--- config.mk ---
export PLATFORM = sky130hd
export DESIGN_NAME = ysyx_22041405_wbu
export DESIGN_NICKNAME = d
export VERILOG_FILES = /design/src/rtl/ysyx_22041405_wbu.sv
export SDC_FILE = /design/constraint.sdc
export NUM_CORES = 1
export LEC_CHECK = 0
export CORE_UTILIZATION = 30
export CTS_CLUSTER_DIAMETER = 150
export DETAILED_ROUTE_END_ITERATION = 8
export SLEW_MARGIN = 15
export SYNTH_ARGS = -nofsm -noshare
export SYNTH_HDL_FRONTEND = slang
export SYNTH_SLANG_ARGS = --single-unit
--- constraint.sdc ---
create_clock -name clk -period 3.85 [get_ports clk]
set_input_delay 0.77 -clock clk [delete_from_list [all_inputs] [get_ports clk]]
set_output_delay 0.77 -clock clk [all_outputs]
set_load 0.02 [all_outputs]
--- src/rtl/ysyx_22041405_wbu.sv ---
// Write-back unit: retires one instruction at a time, fetching and aligning load data
// from data memory before driving the register-file write port and a commit pulse.
module ysyx_22041405_wbu #(
  parameter int WIDTH      = 32,
  parameter int ADDR_WIDTH = 5
) (
  input  logic                  clk,
  input  logic                  rst,
  input  logic                  in_valid,
  output logic                  in_ready,
  input  logic                  in_wen,
  input  logic [ADDR_WIDTH-1:0] in_waddr,
  input  logic                  in_is_load,
  input  logic [2:0]            in_load_type,
  input  logic [WIDTH-1:0]      in_alu_result,
  output logic                  mem_req_valid,
  input  logic                  mem_req_ready,
  output logic [WIDTH-1:0]      mem_raddr,
  input  logic                  mem_rsp_valid,
  input  logic [WIDTH-1:0]      mem_rdata,
  output logic                  rf_wen,
  output logic [ADDR_WIDTH-1:0] rf_waddr,
  output logic [WIDTH-1:0]      rf_wdata,
  output logic                  commit_valid,
  output logic                  load_fault
);

  typedef enum logic [1:0] {IDLE, REQ, WAIT, WB} state_t;

  state_t                r_state;
  logic                  r_wen;
  logic [ADDR_WIDTH-1:0] r_waddr;
  logic [2:0]            r_load_type;
  logic [WIDTH-1:0]      r_addr;
  logic                  r_fault;
  logic                  r_in_ready;
  logic                  r_mem_req_valid;
  logic                  r_rf_wen;
  logic [ADDR_WIDTH-1:0] r_rf_waddr;
  logic [WIDTH-1:0]      r_rf_wdata;
  logic                  r_commit;
  logic                  r_load_fault;

  logic                  w_in_fault;
  logic [WIDTH-1:0]      w_shifted;
  logic [WIDTH-1:0]      w_ext;

  // Illegal funct3 or a misaligned halfword/word access never reaches memory.
  always_comb begin
    w_in_fault = 1'b0;
    case (in_load_type)
      3'b011, 3'b110, 3'b111: w_in_fault = 1'b1;
      3'b001, 3'b101:         w_in_fault = in_alu_result[0];
      3'b010:                 w_in_fault = |in_alu_result[1:0];
      default:                w_in_fault = 1'b0;
    endcase
  end

  // Shifting by the byte offset puts the addressed byte/halfword at bit 0.
  assign w_shifted = mem_rdata >> {r_addr[1:0], 3'b000};

  always_comb begin
    w_ext = '0;
    case (r_load_type)
      3'b000:  w_ext = {{(WIDTH-8){w_shifted[7]}}, w_shifted[7:0]};
      3'b001:  w_ext = {{(WIDTH-16){w_shifted[15]}}, w_shifted[15:0]};
      3'b100:  w_ext = {{(WIDTH-8){1'b0}}, w_shifted[7:0]};
      3'b101:  w_ext = {{(WIDTH-16){1'b0}}, w_shifted[15:0]};
      default: w_ext = mem_rdata;
    endcase
  end

  always_ff @(posedge clk) begin
    if (!rst) begin
      r_state         <= IDLE;
      r_wen           <= 1'b0;
      r_waddr         <= '0;
      r_load_type     <= '0;
      r_addr          <= '0;
      r_fault         <= 1'b0;
      r_in_ready      <= 1'b1;
      r_mem_req_valid <= 1'b0;
      r_rf_wen        <= 1'b0;
      r_rf_waddr      <= '0;
      r_rf_wdata      <= '0;
      r_commit        <= 1'b0;
      r_load_fault    <= 1'b0;
    end else begin
      case (r_state)
        IDLE: begin
          if (in_valid) begin
            r_wen       <= in_wen;
            r_waddr     <= in_waddr;
            r_load_type <= in_load_type;
            r_addr      <= in_alu_result;
            r_in_ready  <= 1'b0;
            if (!in_is_load) begin
              r_fault    <= 1'b0;
              r_state    <= WB;
              r_commit   <= 1'b1;
              r_rf_wen   <= in_wen && (in_waddr != '0);
              r_rf_waddr <= in_waddr;
              r_rf_wdata <= in_alu_result;
            end else if (w_in_fault) begin
              r_fault      <= 1'b1;
              r_state      <= WB;
              r_commit     <= 1'b1;
              r_load_fault <= 1'b1;
              r_rf_waddr   <= in_waddr;
            end else begin
              r_fault         <= 1'b0;
              r_state         <= REQ;
              r_mem_req_valid <= 1'b1;
            end
          end
        end
        REQ: begin
          if (mem_req_ready) begin
            r_state         <= WAIT;
            r_mem_req_valid <= 1'b0;
          end
        end
        WAIT: begin
          if (mem_rsp_valid) begin
            r_state    <= WB;
            r_commit   <= 1'b1;
            r_rf_wen   <= r_wen && (r_waddr != '0) && !r_fault;
            r_rf_waddr <= r_waddr;
            r_rf_wdata <= w_ext;
          end
        end
        WB: begin
          r_state      <= IDLE;
          r_in_ready   <= 1'b1;
          r_commit     <= 1'b0;
          r_rf_wen     <= 1'b0;
          r_load_fault <= 1'b0;
        end
        default: r_state <= IDLE;
      endcase
    end
  end

  assign in_ready      = r_in_ready;
  assign mem_req_valid = r_mem_req_valid;
  assign mem_raddr     = {r_addr[WIDTH-1:2], 2'b00};
  assign rf_wen        = r_rf_wen;
  assign rf_waddr      = r_rf_waddr;
  assign rf_wdata      = r_rf_wdata;
  assign commit_valid  = r_commit;
  assign load_fault    = r_load_fault;

endmodule

* Word level (Yosys, flattened, before mapping)
Index checks and enable logic that the tools add are counted.
** Operators by class
- Shift-type cells :: 1
- Equality and inequality tests :: 20
- Muxes and demuxes :: 38
- Reductions and logical operators :: 24
** Operator list (number)
- one-hot mux 32 bit (4 select lines) :: 1
- 2-to-1 mux 32 bit :: 3
- one-hot mux 32 bit (2 select lines) :: 1
- right shift 32 x 5 -> 16 bit :: 1
- 2-to-1 mux 5 bit :: 4
- AND reduction 4 bit :: 5
- 2-to-1 mux 1 bit :: 16
- == test 3 bit, second input constant :: 5
- != test 2 bit, second input constant :: 7
- 2-to-1 mux 2 bit :: 5
- one-hot mux 5 bit (2 select lines) :: 1
- nonzero test 5 bit :: 2
- one-hot mux 1 bit (3 select lines) :: 3
- one-hot mux 2 bit (4 select lines) :: 1
- == test 3 x 1 -> 1 bit, second input constant :: 2
- == test 3 x 2 -> 1 bit, second input constant :: 2
- one-hot mux 1 bit (2 select lines) :: 3
- nonzero test 2 bit :: 3
- AND reduction 5 bit :: 1
- == test 2 bit, second input constant :: 2
- AND reduction 2 bit :: 2
- OR reduction 2 bit :: 2
- logical AND 1 bit :: 3
- logical NOT 3 bit :: 1
- 7 further kinds :: 7
** Word-level totals
- Flip-flop bits (word level) :: 86
- Logic and storage cells :: 96
- Output and inout bits :: 74

* Logic depth before layout (Yosys ltp)
- Depth in word-level cells :: 7
- Gate-level depth with buffers :: 7

* Worst setup path before layout
No wires, ideal clock.
- Kind :: input to register
- Start point :: input port in_valid
- End point :: register r_rf_wdata[22] (netlist: rf_wdata[22])
- Stages on the path :: 6
- Path buffers :: 2
- Path slack :: 1.876 ns
- Arrival :: 1.887 ns
- Setup time :: 0.086 ns
- Cell sequence :: clkbuf_2 -> nand2b_4 -> a211oi_4 -> clkbuf_2 -> o21ai_0 -> a221oi_2
** Between the ends
- Cells in the longest elaborated chain, start to end :: 2
** Ends and longest elaborated chain
- start, declared :: RTL line 9 : input logic in_valid,
- != test 2 bit (no source line)
- AND reduction 4 bit (no source line)
- end signal, assigned :: RTL line 103 : r_rf_wdata <= in_alu_result;
- end signal, assigned :: RTL line 129 : r_rf_wdata <= w_ext;
- end, declared :: RTL line 40 : logic [WIDTH-1:0] r_rf_wdata;
No other way between the ends.
A chain may end at the register's enable or synchronous reset.

* Final worst setup path
- Start point :: register r_state[0]
- End point :: register r_rf_wdata[17] (netlist: rf_wdata[17])
** Between the ends
- Cells in the longest elaborated chain, start to end :: 3
- Elaborated cells on any way between the ends :: 8
** Ends and longest elaborated chain
- start, declared :: RTL line 30 : state_t r_state;
- start signal, assigned :: RTL line 75 : r_state <= IDLE;
- start signal, assigned :: RTL line 99 : r_state <= WB;
- start signal, assigned :: RTL line 106 : r_state <= WB;
- == test 2 bit / logical NOT 2 bit (equally long branches) :: RTL line 89 : case (r_state)
- != test 2 bit (no source line) / nonzero test 2 bit (equally long branches)
- AND reduction 4 bit (no source line)
Several ways; a longest one is shown, not always the timed one.

==> impl_metrics.env <==
export IMPL_status="finished, final reports clean"
export IMPL_synthAdderAreaFrac_pct=1.42
export IMPL_relSlewSlack_pct=46.9
export IMPL_cts_htree_levels=3
export IMPL_dp_hpwl_mm=11.4
export IMPL_seq_power_share_pct=30.6
export IMPL_drive_above_1_share_pct=7.81
export IMPL_place_ws_ns=1.04
export IMPL_path_max_fanout=22
export IMPL_antenna_found_initial=0
export IMPL_period_share_pct=70.3
export IMPL_wl_met1_mm=6.83
export IMPL_ys_flop_type="dfxtp_1"
export IMPL_startpoint_type="flop"
export IMPL_core_um2=14100
export IMPL_dr_pass1_iters=4
export IMPL_grt_max_degree=36
export IMPL_cp_end_kind="flop"
export IMPL_diodes=0
export IMPL_synth_top_family_by_area="compound AO/OA/AOI/OAI gates"
export IMPL_arrival_ns=2.94
export IMPL_clkTransAtPathRegs_ns=0.06
export IMPL_top_layer="met4"
export IMPL_finalSetupViolCount=0
export IMPL_hold_buffers=0
export IMPL_finClkSkew_ns=0.00603
export IMPL_rows=43
export IMPL_p_sw_w=0.00173
export IMPL_postRouteAntennaNets=0
export IMPL_cp_slowest_cell="ha_1"
export IMPL_grt_pass1_vias=4187
export IMPL_hp_class="reg2reg"
export IMPL_io_pins=153
export IMPL_crit_type="reg2reg"
export IMPL_cts_root_buf="clkbuf_16"
export IMPL_synth_distinct_cells=52
export IMPL_route_final_wire_length_mm=15.1
export IMPL_die_area_um2=15200
export IMPL_synth_warnings=0
export IMPL_initial_core_util_pct=31.3
export IMPL_post_route_min_period_ns=2.71
export IMPL_slew_violations=0
export IMPL_synth_xor_area_share_pct=0
export IMPL_post_cts_buffers=0
export IMPL_cts_resized=0
export IMPL_num_vias=4379
export IMPL_syn_area_um2=4410
export IMPL_cp_common_cell="buf_4"
export IMPL_power_leakage_nw=2.14
export IMPL_synth_edff_count=0
export IMPL_power_per_cell_area_nw_per_um2=716
export IMPL_avgRoutedWirePerCell_um=17.9
export IMPL_p_int_w=0.00268
export IMPL_vias_per_cell=5.18
export IMPL_dpl_instance_area_um2=5820
export IMPL_drtIter0Drc=275
export IMPL_synthCells=560
export IMPL_hold_violations=0
export IMPL_tns_ns=0
export IMPL_overflow=0
export IMPL_ir_drop_mv=0.252
export IMPL_total_power_w=0.00442
export IMPL_clk_path_buf_depth=2
export IMPL_setup_ws_ns=1.14
export IMPL_cp_top_family="buffers and inverters"
export IMPL_final_nets=745
export IMPL_cap_violations=0
export IMPL_syn_avg_cell_area_um2=7.88
export IMPL_fmax_mhz=369
export IMPL_crit_chain="inv_1 > ha_1 > buf_4 > nor2b_2 > a211o_1 > buf_4 > nand2_1 > a221oi_1"
export IMPL_post_route_util_pct=43.8
export IMPL_clock_sinks=86
export IMPL_synthMuxAreaShare_pct=2.27
export IMPL_switching_share_pct=39.2
export IMPL_max_stage_delay_ns=0.50
export IMPL_postLayoutCellArea_um2=6170
export IMPL_clock_latency_ns=0.34
export IMPL_required_ns=4.08
export IMPL_tightest_slew_ns=0.795
export IMPL_synth_compound_area_share_pct=28.5
export IMPL_ys_async_sr_fraction_pct=0
export IMPL_power_share_clock_pct=23.0
export IMPL_yosysSeqAreaShare_pct=39.0
export IMPL_route_detailed_drc=0
export IMPL_ys_ff_latch=86
export IMPL_dieWidth_um=123
export IMPL_grt_util_all_layers_pct=20.1
export IMPL_tritoncts="yes"
export IMPL_p_comb_share_pct=46.4
export IMPL_rsz0062_at_grt="false"
export IMPL_place_congestion=0.821
export IMPL_grt_pass1_wl_mm=23.0
export IMPL_wl_met2_mm=7.04
export IMPL_dieHeight_um=123
export IMPL_numPortBuffers=150
export IMPL_yosys_area_share_simple_pct=18.0
export IMPL_numCtsBuffers=9
export IMPL_wl_met3_um=952
export IMPL_area_growth_pct=39.9
export IMPL_crit_buf_inv=3
cells in the mapped netlist, types with 2 or more instances:
cell type | number | area share [%]
nand2_1 | 138 | 12
dfxtp_1 | 86 | 39
a21oi_1 | 55 | 6.2
o21ai_0 | 53 | 6.0
buf_4 | 32 | 5.4
clkbuf_1 | 29 | 2.5
nor2_1 | 21 | 1.8
a221oi_1 | 15 | 3.0
inv_1 | 12 | 1.0
a221oi_2 | 10 | 3.4
mux2i_1 | 10 | 2.3
a31oi_1 | 9 | 1.3
and2_1 | 8 | 1.1
buf_2 | 7 | 0.79
o221a_2 | 7 | 1.8
ha_1 | 5 | 1.4
nand2b_1 | 5 | 0.71
nand3_1 | 5 | 0.57
o211ai_1 | 5 | 0.85
a211o_1 | 4 | 0.79
a2bb2oi_1 | 4 | 0.79
nor2b_1 | 3 | 0.43
a211oi_1 | 2 | 0.34
a21o_1 | 2 | 0.34
buf_6 | 2 | 0.51
clkbuf_2 | 2 | 0.23
nor4_1 | 2 | 0.28
o2bb2ai_1 | 2 | 0.40
or4_1 | 2 | 0.34
registers in the layout, summed over array words and instances (netlist names):
register and flops:
r_wen 1, rf_waddr 5, in_ready 1, r_addr 32, commit_valid 1, load_fault 1
rf_wen 1, mem_req_valid 1, r_load_type 3, r_state 2, r_waddr 5, rf_wdata 32
r_fault 1
power by group through the flow:
stage                     registers, W  logic, W  clock network (W)
final                          0.00135   0.00205            0.00102
after global routing           0.00139   0.00221            0.00107
after CTS                      0.00135   0.00205            0.00104
after detailed placement       0.00137   0.00205                  0
after global placement         0.00136   0.00201                  0
after floorplan                0.00153   0.00109                  0
placed cells by master (no fill, tap or decap), types with 7 or more instances in the layout:
cell               n
a21oi_1           55
a221oi_1          15
a221oi_2          10
a31oi_1            9
and2_1             8
buf_4             11
clkbuf_16          9
clkdlybuf4s50_1  150
dfxtp_1           86
inv_1             12
mux2i_1           10
nand2_1          138
nor2_1            21
o21ai_0           53
o221a_2            7
tightest hold or removal path, stage by stage, from the launching register on:
cell     delay (ns)
dfxtp_1        0.31
nand2_1        0.05
a21oi_1        0.05
layer usage:
metal | track usage (%) | vias up
met2 | 32.0 | 166
met1 | 27.0 | 2054
met5 | 0 | -
met3 | 3.83 | 21
met4 | 7.38 | 0
li1 | - | 2138
cell families (layout without fill, tap and decap cells):
kind of cell	count (synthesis)	after routing
AND/OR/NAND/NOR	189	189
buffers and inverters	86	191
AO/OA/AOI/OAI	183	183
multiplexers	10	10
flip-flops	86	86
adder cells (fa/ha/maj)	5	5
other	1	2
final cells by class:
class	count	area [µm²]
multi-input combinational	389	2220
clock buffer	9	225
clock inverter	7	121
tap	180	225
fill	1387	7930
sequential	86	1720
inverter	13	48.8
timing repair buffer	162	1600
final timing paths:
check	from	endpoint	slack, ns	cells after the start
setup / recovery	r_state[0]	rf_wdata[17]	1.14	8
hold reg to reg	r_addr[26]	r_addr[26]	0.46	2
hold / removal	r_addr[26]	r_addr[26]	0.46	2
setup reg to reg	r_state[0]	rf_wdata[17]	1.14	8
metrics by stage:
| step | std cells | hold slack, ns |
|---|---|---|
| after floorplan | 561 | 0.436 |
| after global placement | 830 | 0.444 |
| after detailed placement | 830 | 0.452 |
| after CTS | 846 | 0.461 |
| after global routing | 846 | 0.483 |
| final | 846 | 0.456 |
(Power assumes the default switching activity.)
